$ cat config.mk
export PLATFORM = sky130hd
export DESIGN_NAME = button_step_debouncer
export DESIGN_NICKNAME = d
export VERILOG_FILES = /design/src/rtl/step_input_pkg.sv /design/src/rtl/sync_ff_chain.sv /design/src/rtl/button_step_debouncer.sv
export SDC_FILE = /design/constraint.sdc
export NUM_CORES = 1
export LEC_CHECK = 0
export ABC_CLOCK_PERIOD_IN_PS = 2800
export CORE_ASPECT_RATIO = 0.8
export CORE_MARGIN = 3
export CORE_UTILIZATION = 55
export DETAILED_ROUTE_END_ITERATION = 8
export PLACE_DENSITY = 0.75
export SYNTH_ARGS = -nofsm -noshare
export SYNTH_HDL_FRONTEND = slang
export SYNTH_SLANG_ARGS = --single-unit
$ cat constraint.sdc
create_clock -name clk -period 2.8 [get_ports clk]
set_input_delay 0.56 -clock clk [delete_from_list [all_inputs] [get_ports clk]]
set_output_delay 0.56 -clock clk [all_outputs]
set_load 0.005 [all_outputs]
$ cat src/rtl/step_input_pkg.sv
// step_input_pkg: shared state encoding for button step conditioning
package step_input_pkg;
    typedef enum logic [1:0] {
        RELEASED      = 2'd0,
        PRESS_CHECK   = 2'd1,
        PRESSED       = 2'd2,
        RELEASE_CHECK = 2'd3
    } state_t;
endpackage

$ cat src/rtl/sync_ff_chain.sv
// sync_ff_chain: multi-flop synchroniser for an asynchronous input
module sync_ff_chain #(
    parameter int STAGES = 2
) (
    input  logic clk,
    input  logic rst,
    input  logic d,
    output logic q
);
    logic [STAGES-1:0] r;
    always_ff @(posedge clk) r <= rst ? '0 : {r[STAGES-2:0], d};
    assign q = r[STAGES-1];
endmodule

$ cat src/rtl/button_step_debouncer.sv
// button_step_debouncer: debounced button level, press/repeat step pulses and release pulse
module button_step_debouncer
    import step_input_pkg::*;
#(
    parameter int SYNC_STAGES     = 2,
    parameter int DEBOUNCE_CYCLES = 1000000,
    parameter int REPEAT_DELAY    = 50000000,
    parameter int REPEAT_PERIOD   = 10000000
) (
    input  logic clk,
    input  logic rst,
    input  logic btn_in,
    output logic btn_level,
    output logic step,
    output logic release_pulse
);
    localparam int DW   = $clog2(DEBOUNCE_CYCLES);
    localparam int RMAX = REPEAT_DELAY > REPEAT_PERIOD ? REPEAT_DELAY : REPEAT_PERIOD;
    localparam int RW   = $clog2(RMAX + 1);
    state_t        state;
    logic          btn_s;
    logic          armed;
    logic [DW-1:0] deb_cnt;
    logic [RW-1:0] rep_cnt;
    logic          deb_done;
    logic          rep_hit;
    logic [RW-1:0] rep_tgt;
    sync_ff_chain #(.STAGES(SYNC_STAGES)) u_sync (
        .clk(clk),
        .rst(rst),
        .d  (btn_in),
        .q  (btn_s)
    );
    // rep_cnt counts cycles since PRESSED entry or the last repeat step
    assign rep_tgt  = armed ? RW'(REPEAT_PERIOD) : RW'(REPEAT_DELAY);
    assign rep_hit  = REPEAT_DELAY != 0 && rep_cnt + RW'(1) == rep_tgt;
    assign deb_done = deb_cnt == DW'(DEBOUNCE_CYCLES - 1);
    always_ff @(posedge clk) begin
        if (rst) begin
            state         <= RELEASED;
            deb_cnt       <= '0;
            rep_cnt       <= '0;
            armed         <= 1'b0;
            btn_level     <= 1'b0;
            step          <= 1'b0;
            release_pulse <= 1'b0;
        end else begin
            step          <= 1'b0;
            release_pulse <= 1'b0;
            case (state)
                RELEASED: if (btn_s) begin
                    state   <= PRESS_CHECK;
                    deb_cnt <= '0;
                end
                PRESS_CHECK: if (!btn_s) state <= RELEASED;
                else if (deb_done) begin
                    state     <= PRESSED;
                    rep_cnt   <= '0;
                    armed     <= 1'b0;
                    btn_level <= 1'b1;
                    step      <= 1'b1;
                end else deb_cnt <= deb_cnt + DW'(1);
                PRESSED: if (!btn_s) begin
                    state   <= RELEASE_CHECK;
                    deb_cnt <= '0;
                end else if (rep_hit) begin
                    step    <= 1'b1;
                    rep_cnt <= '0;
                    armed   <= 1'b1;
                end else if (REPEAT_DELAY != 0) rep_cnt <= rep_cnt + RW'(1);
                RELEASE_CHECK: if (btn_s) state <= PRESSED;
                else if (deb_done) begin
                    state         <= RELEASED;
                    btn_level     <= 1'b0;
                    release_pulse <= 1'b1;
                end else deb_cnt <= deb_cnt + DW'(1);
            endcase
        end
    end
endmodule

Yosys cells after proc, flatten, opt, wreduce, memory -nomap -nowiden
Index checks and enable logic that the tools add are counted.
- output and inout bits: 3
- RAM bits: 0
- memories: 0
- latch bits: 0
- word-level logic and storage cells: 68
- register bits: 54
- bits in read-only memories: 0
- input port bits: 3
- bitwise logic cells: 1
- multiply operators: 0
- reductions and logical operators: 9
- $add $sub $neg: 2
- div/mod/pow operators: 0
- mux-type cells: 33
- shifts and indexed selects: 0
- magnitude comparators: 0
- equality and inequality tests: 15
- operators by type and width (cell ; number):
    $mux W26 ; 5
    $mux W20 ; 5
    $pmux W20 S4 ; 1
    $pmux W26 S2 ; 1
    $add A26 B1 Y26 const B ; 1
    $eq A26 B26 Y1 ; 1
    $add A20 B1 Y20 const B ; 1
    $eq A20 B20 Y1 const B ; 1
    $mux W2 ; 6
    $reduce_and A4 Y1 ; 3
    $mux W1 ; 11
    $ne A2 B2 Y1 const B ; 5
    $reduce_and A5 Y1 ; 2
    $pmux W2 S4 ; 1
    $ne A2 B1 Y1 const B ; 3
    $pmux W1 S2 ; 3
    $eq A2 B2 Y1 const B ; 2
    $reduce_bool A2 Y1 ; 2
    $ne A3 B2 Y1 const B ; 1
    $ne A3 B3 Y1 const B ; 1
    $reduce_or A3 Y1 ; 1
    $eq A2 B1 Y1 const B ; 1
    $logic_not A2 Y1 ; 1
    $not A1 Y1 ; 1

Longest topological paths before layout
- depth in word-level cells: 5
- mapped depth: 12
- mapped depth without buffers: 9

By module
Synthesis repeated with hierarchy kept, for this count alone.
- cell total of the unflattened synthesis: 383
- area, all modules: 3069.2 sq um
- by module, submodules not included (module ; instances ; area an instance (sq um) ; cells each ; seq. area each (sq um)):
    button_step_debouncer ; 1 ; 3016.6 ; 379 ; 1041.0
    sync_ff_chain ; 1 ; 52.6 ; 4 ; 40.0

Worst setup path before layout
No wires, ideal clock.
- kind: register -> register
- from: register rep_cnt[10]
- to: register rep_cnt[6]
- cell stages (with the launch flop): 12
- slack: -0.257 ns
- arrival time: 2.940 ns
- required time: 2.683 ns
- buffers on the path: 3
- library setup time: 0.117 ns
- period minus slack after synthesis: 3.057 ns
- cells stage by stage: dfxtp_1 -> nand3_4 -> or3_1 -> buf_2 -> or4_4 -> a2111oi_2 -> o221ai_2 -> a2111oi_4 -> buf_6 -> buf_8 -> nor3_1 -> o22a_1
- longest elaborated chain between the ends: 5
- RTL lines (item ; RTL line ; text):
    start, declared ; button_step_debouncer.sv:24 ; logic [RW-1:0] rep_cnt;
    start signal, assigned ; button_step_debouncer.sv:70 ; end else if (REPEAT_DELAY != 0) rep_cnt <= rep_cnt + RW'(1);
    $add A26 B1 Y26 ; button_step_debouncer.sv:36 ; assign rep_hit = REPEAT_DELAY != 0 && rep_cnt + RW'(1) == rep_tgt;
    $eq A26 B26 Y1 ; button_step_debouncer.sv:36 ;
    $mux W26 ; button_step_debouncer.sv:66 ; end else if (rep_hit) begin
    $mux W26 ; button_step_debouncer.sv:63 ; PRESSED: if (!btn_s) begin
    $pmux W26 S2 ; button_step_debouncer.sv:50 ; case (state)
Every way passes these cells. The select of a mux whose other input is x is not followed.
A chain may end at the register's enable or synchronous reset.

Worst setup path after layout
- from: register rep_cnt[6]
- to: register rep_cnt[3]
Same word-level chain as after synthesis.

==> metrics.yaml <==
status: "finished with violations"
violations: "setup timing"
postRouteAntennaNets: 0
wl_um: 8960
ir_drop_v: 0.000256
synth_cell_type_count: 55
dr.pass1.iters: 6
place.gp.congestion: 0.934
die_w_um: 90.4
pin_count: 6
skew_ns: 0.0114
grt_usage_pct: 25.9
grt.busiest_layer: "met2"
power.density_mw_per_mm2: 350
cp.required_ns: 3.01
start_kind: "flop"
cp_data_arrival_time_ns: 3.29
gr-total-overflow: 0
clk_pin_slew_worst_paths_ns: 0.10
synth_warnings: 0
hold_viol_final: 0
cts_tree: "built"
grt_max_degree: 20
pwr-share-comb_pct: 7.8
drive_above_1_share_pct: 24.5
async_reset_ff_share_pct: 0
synth.avg_cell_area_um2: 8.17
setup_viol: 27
vias_per_cell: 6.21
synth_area_leader_cell: "dfxtp_1"
power.clock.fraction_pct: 35.5
synth_ff_type: "dfxtp_1"
clockBufferDepth: 2
vias: 3130
hold_buffers: 0
p_seq_share_pct: 56.7
cts_made_buffers: 5
grt_pass1_wl_um: 13800
crit_path_max_fanout: 5
num_rows: 23
fmax_ghz: 0.325
end_kind: "flop"
cts_htree_levels: 2
mostFrequentLayoutCell: "buf_4"
antenna_found_initial: 0
period_needed_ns: 3.08
dieHeight_um: 73.5
synth_top_area_share_pct: 34.5
max-cap-violations: 0
syn_inst: 384
power.share.switching_pct: 24.9
synth-seq-cells: 54
num-nets-final: 437
total_power_uw: 1380
p_sw_uw: 345
clock-root-buffer: "clkbuf_8"
intPower_uw: 1040
critPathKind: "reg2reg"
mostFrequentLayoutCells: "buf_4, dfxtp_1, nor2_1, nand2_1, xor2_1"
io_buffers: 5
ys_seq_area_share_pct: 34.5
initial_core_util_pct: 59.6
diodes: 0
holdCritPathClass: "reg2reg"
synthTopCellsByArea: "dfxtp_1, xor2_1, nand2_1, nor2_1, xnor2_1"
nFillCells: 364
use_met3_pct: 4.91
leakagePower_uw: 0.00142
dpl-instance-area_mm2: 0.00353
core_mm2: 0.00527
dp.final_hpwl_um: 5680
synthesis.nets: 393
met1_usage_pct: 36.3
syn_to_final_growth_pct: 26.0
drtIter0Drc: 293
worst_skew_pair.late_latency_ns: 0.32
rsz0062_at_grt: "true"
period_share_pct: 110
slew_viol_final: 0
cts_sinks: 54
synth_area_mm2: 0.00314
grtUsageMet2_pct: 41.1
drc: 0
route.detailed.wl_per_inst_um: 17.8
dp_slack_ns: -0.0864
grt_pass1_vias: 2855
setup_slack_ns: -0.279
die_area_mm2: 0.00665
relSlewSlack_pct: 58.8
worst_pin_slew_ns: 0.619
design_area_mm2: 0.00395
synth_edf_count: 0
layout make-up:
type                            instances  area, um2  area share (%)
Tap cell                               75       93.8            2.37
Clock inverter                          1       8.76           0.222
Clock buffer                            7       96.3            2.44
Inverter                               10       37.5           0.949
Sequential cell                        54       1110            28.0
Timing Repair Buffer                   58        529            13.4
Multi-Input combinational cell        299       2080            52.6
flip-flops by register name, indices dropped and copies added (netlist names), named ones only:
register,count
u_sync.r,2
release_pulse,1
deb_cnt,20
btn_level,1
rep_cnt,26
step,1
armed,1
state,1
logic make-up after synthesis:
kind of cell	after synthesis	synth area share (%)
flip-flops	54	34.5
adder cells (fa/ha/maj)	6	2.39
buffers and inverters	31	4.55
AO/OA/AOI/OAI	61	14.2
AND/OR/NAND/NOR	192	33.1
XOR/XNOR	38	10.6
multiplexers	2	0.638
what timing repair did:
action                                  CTS  global route
endpoints found under the setup margin   27            27
buffers inserted                          5             4
gates resized for setup                  22            17
pin swaps                                 5             7
cloned                                    1             3
hold endpoints to repair                  0             0
routing by layer:
metal / up-vias / part of all wire [%]
met1: 1484 / 45
li1: 1472 / -
met5: - / 0
met3: 19 / 9.5
met2: 155 / 44
met4: 0 / 1.7
critical path: stages (launching register included):
cell,delay [ns]
dfxtp_1,0.37
nand4_1,0.25
buf_4,0.23
nor4_4,0.13
xor2_1,0.29
o2111ai_1,0.18
a2111o_1,0.44
a2111oi_4,0.45
buf_4,0.22
buf_12,0.12
o31ai_1,0.08
a21o_1,0.21
worst paths after layout:
check	start	to	slack, ns	cells after the start
max	rep_cnt[6]$_SDFFE_PP0P_	rep_cnt[3]$_SDFFE_PP0P_	-0.28	11
min	u_sync.r[0]$_SDFF_PP0_	u_sync.r[1]$_SDFF_PP0_	0.46	1
max reg2reg	rep_cnt[6]$_SDFFE_PP0P_	rep_cnt[3]$_SDFFE_PP0P_	-0.28	11
min reg2reg	u_sync.r[0]$_SDFF_PP0_	u_sync.r[1]$_SDFF_PP0_	0.46	1
power by group through the flow:
stage | Clock, uW | Sequential (uW) | Combinational [uW]
floorplan | 0 | 802 | 79.6
global placement | 0 | 804 | 98.0
detailed placement | 0 | 805 | 103
CTS | 495 | 783 | 104
global route | 524 | 786 | 122
finish | 492 | 784 | 108
cells in the mapped netlist, types with 2 or more instances:
cell      instances
a21o_1            8
clkbuf_2          2
o21ai_0          13
a31oi_1           2
nor4bb_1          2
nand2b_1          2
buf_1             2
and4_1            5
buf_2             4
inv_1            10
nor4b_1           6
or2_2             3
xor2_1           23
nand3_1          22
nand2_1          35
and2_1            2
o21a_1            3
and2_0            2
a211oi_1          3
nor2b_1           4
nor3_1           22
clkbuf_1         11
nand4_1          15
nor4_1           16
nor3b_1           2
and3_1            3
o31ai_1           8
ha_1              6
mux2i_1           2
or3_1             9
nor2_1           35
dfxtp_1          54
a21oi_1          12
xnor2_1          15
through the flow:
stage          utilization (%)  setup TNS (ns)  cells  hold WS (ns)
2_1_floorplan                -               0    384         0.414
5_1_grt                   75.1           -5.76    504         0.476
3_3_place_gp              67.0               0    483         0.425
6_report                  75.1           -5.32    504         0.457
4_1_cts                   71.8          -0.220    497         0.455
3_5_place_dp              67.0          -0.797    483         0.433
Power figures use the tool's default switching activity.
